[config.mk]
export PLATFORM = sky130hd
export DESIGN_NAME = digital_lock_lockout
export DESIGN_NICKNAME = d
export VERILOG_FILES = /design/src/rtl/digital_lock_pkg.sv /design/src/rtl/key_press_detect.sv /design/src/rtl/digital_lock_lockout.sv
export SDC_FILE = /design/constraint.sdc
export NUM_CORES = 1
export LEC_CHECK = 0
export BUFFER_PORTS_ARGS = -buffer_cell sky130_fd_sc_hd__buf_2
export CAP_MARGIN = 20
export CORE_ASPECT_RATIO = 1.75
export CORE_UTILIZATION = 52
export DETAILED_ROUTE_END_ITERATION = 8
export PLACE_DENSITY = 0.74
export SETUP_SLACK_MARGIN = 0.05
export SLEW_MARGIN = 20
export SYNTH_ARGS = -nofsm -noshare
export SYNTH_HDL_FRONTEND = slang
export SYNTH_SLANG_ARGS = --single-unit
[constraint.sdc]
create_clock -name clock -period 2.6 [get_ports clock]
set_clock_uncertainty 0.1 [all_clocks]
set_input_delay 0 -clock clock [delete_from_list [all_inputs] [get_ports clock]]
set_output_delay 0 -clock clock [all_outputs]
set_load 0.02 [all_outputs]
[src/rtl/digital_lock_pkg.sv]
// Shared state encodings and width helpers for the parametrised digital lock.
package digital_lock_pkg;

  typedef enum logic [2:0] {
    UNLOCKED_IDLE  = 3'd0,
    UNLOCKED_ENTER = 3'd1,
    LOCKED_IDLE    = 3'd2,
    LOCKED_ENTER   = 3'd3,
    LOCKOUT        = 3'd4
  } lock_state_t;

  localparam int STATE_W = 3;

  // Width of a key index; never narrower than one bit.
  function automatic int key_width(input int keys);
    return (keys < 2) ? 1 : $clog2(keys);
  endfunction

  // Width of a counter that must be able to hold max_value itself.
  function automatic int count_width(input int max_value);
    return (max_value < 1) ? 1 : $clog2(max_value + 1);
  endfunction

  // Width of a down/up timer spanning 0..cycles-1.
  function automatic int timer_width(input int cycles);
    return (cycles < 2) ? 1 : $clog2(cycles);
  endfunction

endpackage

[src/rtl/key_press_detect.sv]
// Turns the debounced key bank into single press events with the key index.
module key_press_detect
  import digital_lock_pkg::*;
#(
  parameter int KEYS = 4
) (
  input  logic                          clock,
  input  logic                          reset,
  input  logic [KEYS-1:0]               key,
  output logic                          press_valid,
  output logic [key_width(KEYS)-1:0]    key_index
);

  localparam int KW = key_width(KEYS);

  logic [KEYS-1:0] key_q;

  // All-ones after reset so a key held through reset must be released first.
  always_ff @(posedge clock) begin
    if (reset) begin
      key_q <= '1;
    end else begin
      key_q <= key;
    end
  end

  always_comb begin
    key_index = '0;
    for (int i = 0; i < KEYS; i++) begin
      if (key[i]) begin
        key_index = KW'(i);
      end
    end
  end

  assign press_valid = $onehot(key) && (key_q == '0);

endmodule

[src/rtl/digital_lock_lockout.sv]
// Code-programmable lock with failed-attempt counting and timed lockout.
// Optional macro ENTRY_TIMEOUT_EN abandons an idle partial entry after TIMEOUT_CYCLES.
module digital_lock_lockout
  import digital_lock_pkg::*;
#(
  parameter int DIGITS         = 4,
  parameter int KEYS           = 4,
  parameter int MAX_ATTEMPTS   = 3,
  parameter int LOCKOUT_CYCLES = 100,
  parameter int TIMEOUT_CYCLES = 1000
) (
  input  logic                                 clock,
  input  logic                                 reset,
  input  logic [KEYS-1:0]                      key,
  output logic                                 locked,
  output logic                                 lockout,
  output logic                                 unlock_pulse,
  output logic                                 fail_pulse,
  output logic [STATE_W-1:0]                   state,
  output logic [count_width(DIGITS)-1:0]       digit_count,
  output logic [count_width(MAX_ATTEMPTS)-1:0] fail_count
);

  localparam int KW = key_width(KEYS);
  localparam int CW = count_width(DIGITS);
  localparam int FW = count_width(MAX_ATTEMPTS);
  localparam int TW = timer_width(LOCKOUT_CYCLES);

  localparam logic [CW-1:0] LAST_DIGIT   = CW'(DIGITS - 1);
  localparam logic [FW-1:0] LAST_ATTEMPT = FW'(MAX_ATTEMPTS - 1);
  localparam logic [TW-1:0] LOCKOUT_LOAD = TW'(LOCKOUT_CYCLES - 1);

  logic          press_valid;
  logic [KW-1:0] press_digit;

  lock_state_t   state_q, state_d;
  logic [CW-1:0] digit_count_q, digit_count_d;
  logic [FW-1:0] fail_count_q, fail_count_d;
  logic [TW-1:0] timer_q, timer_d;
  logic          mismatch_q, mismatch_d;
  logic          unlock_q, unlock_d;
  logic          fail_q, fail_d;

  logic          entry_we;
  logic          code_commit;
  logic          timeout_hit;
  logic          last_digit;
  logic          digit_wrong;
  logic [KW-1:0] expected_digit;

  logic [KW-1:0] code_q  [DIGITS];
  logic [KW-1:0] entry_q [DIGITS];

  key_press_detect #(
    .KEYS (KEYS)
  ) u_press (
    .clock       (clock),
    .reset       (reset),
    .key         (key),
    .press_valid (press_valid),
    .key_index   (press_digit)
  );

`ifdef ENTRY_TIMEOUT_EN
  localparam int IW = timer_width(TIMEOUT_CYCLES);
  localparam logic [IW-1:0] IDLE_LIMIT = IW'(TIMEOUT_CYCLES - 1);

  logic [IW-1:0] idle_q;
  logic          in_entry;

  assign in_entry = (state_q == UNLOCKED_ENTER) || (state_q == LOCKED_ENTER);

  always_ff @(posedge clock) begin
    if (reset || press_valid || !in_entry) begin
      idle_q <= '0;
    end else begin
      idle_q <= idle_q + IW'(1);
    end
  end

  assign timeout_hit = in_entry && !press_valid && (idle_q == IDLE_LIMIT);
`else
  localparam int unused_timeout_cycles = TIMEOUT_CYCLES;

  assign timeout_hit = 1'b0;
`endif

  always_comb begin
    expected_digit = '0;
    for (int i = 0; i < DIGITS; i++) begin
      if (digit_count_q == CW'(i)) begin
        expected_digit = code_q[i];
      end
    end
  end

  assign last_digit  = (digit_count_q == LAST_DIGIT);
  assign digit_wrong = (press_digit != expected_digit);

  // The final press both completes the entry and takes the decision on the same edge.
  always_comb begin
    state_d       = state_q;
    digit_count_d = digit_count_q;
    fail_count_d  = fail_count_q;
    timer_d       = timer_q;
    mismatch_d    = mismatch_q;
    unlock_d      = 1'b0;
    fail_d        = 1'b0;
    entry_we      = 1'b0;
    code_commit   = 1'b0;

    case (state_q)
      UNLOCKED_IDLE, UNLOCKED_ENTER: begin
        if (press_valid) begin
          entry_we = 1'b1;
          if (last_digit) begin
            code_commit   = 1'b1;
            state_d       = LOCKED_IDLE;
            digit_count_d = '0;
          end else begin
            state_d       = UNLOCKED_ENTER;
            digit_count_d = digit_count_q + CW'(1);
          end
        end else if (timeout_hit) begin
          state_d       = UNLOCKED_IDLE;
          digit_count_d = '0;
        end
      end

      LOCKED_IDLE, LOCKED_ENTER: begin
        if (press_valid) begin
          if (last_digit) begin
            digit_count_d = '0;
            mismatch_d    = 1'b0;
            if (!(mismatch_q || digit_wrong)) begin
              state_d      = UNLOCKED_IDLE;
              unlock_d     = 1'b1;
              fail_count_d = '0;
            end else if (fail_count_q == LAST_ATTEMPT) begin
              state_d      = LOCKOUT;
              fail_d       = 1'b1;
              fail_count_d = fail_count_q + FW'(1);
              timer_d      = LOCKOUT_LOAD;
            end else begin
              state_d      = LOCKED_IDLE;
              fail_d       = 1'b1;
              fail_count_d = fail_count_q + FW'(1);
            end
          end else begin
            state_d       = LOCKED_ENTER;
            digit_count_d = digit_count_q + CW'(1);
            mismatch_d    = mismatch_q || digit_wrong;
          end
        end else if (timeout_hit) begin
          state_d       = LOCKED_IDLE;
          digit_count_d = '0;
          mismatch_d    = 1'b0;
        end
      end

      LOCKOUT: begin
        if (timer_q == '0) begin
          state_d      = LOCKED_IDLE;
          fail_count_d = '0;
        end else begin
          timer_d = timer_q - TW'(1);
        end
      end

      default: begin
        state_d       = UNLOCKED_IDLE;
        digit_count_d = '0;
        mismatch_d    = 1'b0;
      end
    endcase
  end

  always_ff @(posedge clock) begin
    if (reset) begin
      state_q       <= UNLOCKED_IDLE;
      digit_count_q <= '0;
      fail_count_q  <= '0;
      timer_q       <= '0;
      mismatch_q    <= 1'b0;
      unlock_q      <= 1'b0;
      fail_q        <= 1'b0;
    end else begin
      state_q       <= state_d;
      digit_count_q <= digit_count_d;
      fail_count_q  <= fail_count_d;
      timer_q       <= timer_d;
      mismatch_q    <= mismatch_d;
      unlock_q      <= unlock_d;
      fail_q        <= fail_d;
    end
  end

  // Partial entries live in a shadow buffer so an abandoned entry never touches the code.
  always_ff @(posedge clock) begin
    if (reset) begin
      for (int i = 0; i < DIGITS; i++) begin
        code_q[i]  <= '0;
        entry_q[i] <= '0;
      end
    end else begin
      if (entry_we) begin
        for (int i = 0; i < DIGITS; i++) begin
          if (digit_count_q == CW'(i)) begin
            entry_q[i] <= press_digit;
          end
        end
      end
      if (code_commit) begin
        for (int i = 0; i < DIGITS; i++) begin
          code_q[i] <= (i == DIGITS - 1) ? press_digit : entry_q[i];
        end
      end
    end
  end

  assign state        = state_q;
  assign locked       = (state_q != UNLOCKED_IDLE) && (state_q != UNLOCKED_ENTER);
  assign lockout      = (state_q == LOCKOUT);
  assign unlock_pulse = unlock_q;
  assign fail_pulse   = fail_q;
  assign digit_count  = digit_count_q;
  assign fail_count   = fail_count_q;

endmodule

# Word level (Yosys, flattened, before mapping)
# Memory sizes are Yosys's and may differ from the RTL's.
# Cells that the tools add are included.
# word_totals
in_bits	6
ram_bits	16
wordCells	134
n_memories	2
out_inout_bits	12
register_bits	22
# memory_table
name	words	width	rd	rd_ports_with_merged_regs	write_ports	line_no	rtl
code_q	4	2	4	0	4	digital_lock_lockout.sv:51	logic [KW-1:0] code_q [DIGITS];
entry_q	4	2	3	0	4	digital_lock_lockout.sv:52	logic [KW-1:0] entry_q [DIGITS];
# op_classes
bitwise	13
eq_ne	19
reduce_logical	19
n_mux	67
n_addsub	6
# op_table
op	n
$mux 2	19
$mux 7	5
$mux 1	30
$mux 3	8
$pmux 7 s2	1
$eq 3x2->1 const B	4
$ne 2x2->1 const B	6
$eq 3x1->1 const B	3
$pmux 3 s3	1
$or 1x1->1	8
$reduce_or 4->1	2
$logic_not 7->1	1
$sub 7x1->7 const B	1
$logic_not 3->1	2
$pmux 3 s2	1
$reduce_and 6->1	1
$not 1->1	5
$add 1x1->2	2
$logic_not 4->1	1
$ne 2x1->1 const B	2
$pmux 2 s2	1
$reduce_and 2->1	2
$reduce_and 4->1	1
$reduce_or 2->1	2
other kinds (14)	15

# Longest topological paths before layout
# depth
ltp_word	11
mapped_depth	11
depth_no_buf	11

# Modules after synthesis
# From an unflattened synthesis, not the netlist that was laid out.
# hier_totals
cells_unflattened	177
hier_area_um2	1781.7
# by_module_without_submodules
module	n_inst	area_each_um2	seq_area_each_um2	cells_per_inst
digital_lock_lockout	1	1584.0	780.7	158
key_press_detect	1	197.7	80.1	19

# Worst setup path before layout
# Ideal clock, no wire load.
# synth_path
path_type	in2reg
startpoint	input key[2]
endpoint	memory code_q[0][0] (netlist bit) (enable)
stages	7
required_time_ns	2.113
arrival_time_ns	2.015
n_path_buf	0
setup_slack_ns	0.099
setup_time_ns	0.387
path_cell_list	inv_1 > ha_1 > ha_1 > fa_1 > nor2_1 > nand3_2 > o31ai_1
# synth_rtl
item	line_no	rtl
start: declaration	digital_lock_lockout.sv:14	input logic [KEYS-1:0] key,
end: declaration	digital_lock_lockout.sv:51	

# Worst setup path after layout
# layout_path
startpoint	register digit_count_q[1] (netlist: digit_count[1])
endpoint	register timer_q[1]
# layout_between
elab_chain_len	9
elab_cells_between_ends	13
cone_classes	eq/ne (6); mux (4); reduce/logical (3)
# layout_lines
item	line_no	rtl
start: declaration	digital_lock_lockout.sv:37	logic [CW-1:0] digit_count_q, digit_count_d;
start signal: assignment	digital_lock_lockout.sv:189	digit_count_q <= digit_count_d;
$logic_not 3->1	digital_lock_lockout.sv:91	if (digit_count_q == CW'(i)) begin
$mux 2 (4 in series)	digital_lock_lockout.sv:91	
$ne 2x2->1	digital_lock_lockout.sv:98	assign digit_wrong = (press_digit != expected_digit);
$logic_or 1x1->1	digital_lock_lockout.sv:135	if (!(mismatch_q || digit_wrong)) begin
$ne 2x2->1 (no source line)	--	
$reduce_and 6->1 (no source line) (*)	--	
end signal: assignment	digital_lock_lockout.sv:191	timer_q <= timer_d;
end: declaration	digital_lock_lockout.sv:39	logic [TW-1:0] timer_q, timer_d;
# Every way passes the cells marked *; elsewhere a longest branch is shown, timed or not.
# A chain may end at the register's enable or synchronous reset.

==> run_results.csv <==
group,metric,value,unit
clocking,clkSinkCount,36,
logic_synthesis,synth_nets,203,
logic_synthesis,synth-edff-count,14,
worst_setup_path,endpoint_kind,"flip-flop",
worst_setup_path,critPathRequiredTime,2.68,ns
clocking,cts.clk_slew.worst_paths,0.06,ns
clocking,clock_latency,0.29,ns
sta,setup_viol_count_final,0,
logic_synthesis,ys_seq_elements,36,
finish,nNetsFinal,231,
die,design.portCount,18,
sta,hold_viol_final,0,
worst_setup_path,cp_max_fo,7,
die,die-area,0.00376,mm^2
worst_setup_path,start_kind,"flip-flop",
sta,relSlewSlack,0.683,
finish,drive_gt1_frac,0.195,
global_route,overflow,0,
global_route,grt_max_degree,23,
drt,drc,0,
sta,maxSlewViolCount,0,
logic_synthesis,syn_avg_cell_area,9.80,um^2
flow_run,maxCapViolations,0,
clocking,root_buffer,"clkbuf_8",
drt,postRouteAntennaNets,0,
sta,fin_tns_setup,0,ns
power,cellPowerDensity,487,mW/mm^2
placement,dp_hpwl,2.98,mm
global_route,track_usage,0.245,
finish,stdcell_area,0.00212,mm^2
logic_synthesis,yosysSeqAreaShare,0.472,
placement,globalplace.congestion,0.905,
clocking,cts_buffer_depth,2,
sta,period_minus_slack,2.44,ns
logic_synthesis,synth_flop_cell,"dfxtp_1",
logic_synthesis,yosysUniqueCellTypes,49,
drt,drt-initial-drc-count,26,
die,die_y,80.3,um
min_path,hold_class,"in -> reg",
logic_synthesis,synth_area,0.00182,mm^2
power,p_leak,0.845,nW
clocking,tritoncts,"done",
sta,fin_crit_sh,0.939,
logic_synthesis,syn_inst,186,
worst_setup_path,crit_type,"reg -> reg",
die,die_w,46.8,um
placement,io_buffers,17,
drt,drtPass1Iterations,4,
placement,placed_area,0.00197,mm^2
sta,max_slew.worst_pin.slew,0.471,ns
global_route,grt_pass1_vias,1531,
die,core-area,0.00336,mm^2
drt,wl_per_cell,15.7,um
clocking,cts.htree.levels,2,
sta,max_freq,410,MHz
drt,wl,4.08,mm
sta,rsz0062_at_grt,"false",
logic_synthesis,synth_warnings,0,
outcome,status,"finished clean",
finish,antenna_cells,0,
worst_setup_path,cp.arrival,2.52,ns
finish,area_delta_synth_final,16.3,%
sta,whs,0.0222,ns
logic_synthesis,async_reset_ff_frac,0,
global_route,grt_antenna_before_repair,0,
drt,via_per_inst,5.63,
die,rows,28,
finish,nFillCells,301,
die,start_util,0.542,
clocking,numCtsBuffers,5,
power,vdd.ir_drop.worst,0.435,mV
global_route,grt_pass1_wl,6.47,mm
drt,vias,1465,
## synth_stat cells, types with 2 or more instances
cell type	instances	area (um^2)
o31a_1	2	17.5
nand3b_1	3	22.5
edfxtp_1	14	420
or2_1	2	12.5
o211ai_1	2	15.0
a21oi_1	13	65.1
clkbuf_1	4	15.0
nand2b_1	3	18.8
or2_2	2	12.5
nand2_1	17	63.8
and2_1	14	87.6
o21ai_0	3	15.0
or4_1	3	22.5
a31oi_1	2	12.5
xor2_1	2	17.5
or3_1	4	25.0
dfxtp_1	22	440
nand3_1	2	10.0
nor4_1	2	12.5
nor3_1	8	40.0
nor2b_1	3	18.8
ha_1	10	125
inv_1	11	41.3
nor2_1	12	45.0
nor2_2	2	12.5
## state kept, by name, indices dropped and copies added (netlist names), 2 cells and up
signal and count:
code_q 8, timer_q 7, entry_q 6, u_press.key_q 4, digit_count 3, state 3, fail_count 2
## layout make-up
type                            instances  area (um^2)  area share
Timing Repair Buffer                   25          155      0.0732
Clock buffer                            7         76.3      0.0360
Clock inverter                          1         3.75     0.00177
Sequential cell                        36          861       0.406
Tap cell                               45         56.3      0.0266
Multi-Input combinational cell        133          918       0.433
Inverter                               13         48.8      0.0230
## path summary, 6_finish.rpt
kind                        from            end  slack [ns]  depth (start not counted)
setup / recovery  digit_count[1]     timer_q[1]        0.16                          9
hold / removal             reset       state[2]        0.02                          2
setup reg to reg  digit_count[1]     timer_q[1]        0.16                          9
hold reg to reg    fail_count[1]  fail_count[1]        0.38                          2
## cells in the final DEF (no fill, tap or decap), drive strengths merged, types with 3 or more instances in the layout
cell,instances
nor2b,3
ha,10
nand2b,3
nor3,9
dlygate4sd3,4
dfxtp,22
edfxtp,14
or2,4
o21ai,4
a21oi,13
or4,3
nor2,14
nor4,4
buf,21
nand3b,3
nand2,17
or3,4
nand3,3
inv,12
clkbuf,7
and2,14
## through the flow
step                utilization  total power, W  setup slack [ns]  instances
floorplan                     -        0.000647            0.0989        186
global placement          0.586        0.000661             0.150        247
detailed placement        0.586        0.000665           -0.0182        247
CTS                       0.622         0.00104             0.110        259
global route              0.630         0.00107            0.0556        260
finish                    0.630         0.00103             0.160        260
## worst max-delay path: stages (launching register included)
cell and delay (ns):
dfxtp_1 0.39, inv_1 0.09, ha_2 0.22, nand3b_1 0.18, a221oi_2 0.27, o21bai_2 0.11, xor2_2 0.17, o311a_1 0.42
buf_4 0.16, o31a_1 0.22
## what timing repair did
item	CTS	global route
resized for setup	0	4
hold buffers	4	0
buffers inserted	0	1
setup endpoints to repair	0	5
endpoints found under the hold margin	4	0
## power by group
part	switching (W)	total [W]	internal, W
clock	0.000186	0.000373	0.000186
sequential	0.00000461	0.000600	0.000595
combinational	0.0000373	0.0000607	0.0000234
## logic make-up after synthesis
kind of cell,after synthesis,share of synthesized area
compound gates,34,0.130
xor+xnor,3,0.0144
fa+ha+maj,11,0.0796
buf+inv,17,0.0350
flops,36,0.472
mux,1,0.00549
simple gates,84,0.264
## layer usage
layer | share of wire | GRT usage | vias to the layer above
li1 | - | - | 717
met1 | 0.37 | 0.232 | 693
met2 | 0.57 | 0.442 | 39
met3 | 0.030 | 0.0584 | 16
met4 | 0.031 | 0.143 | 0
met5 | 0 | 0 | -
No activity file was read; power rests on OpenSTA's default activity.
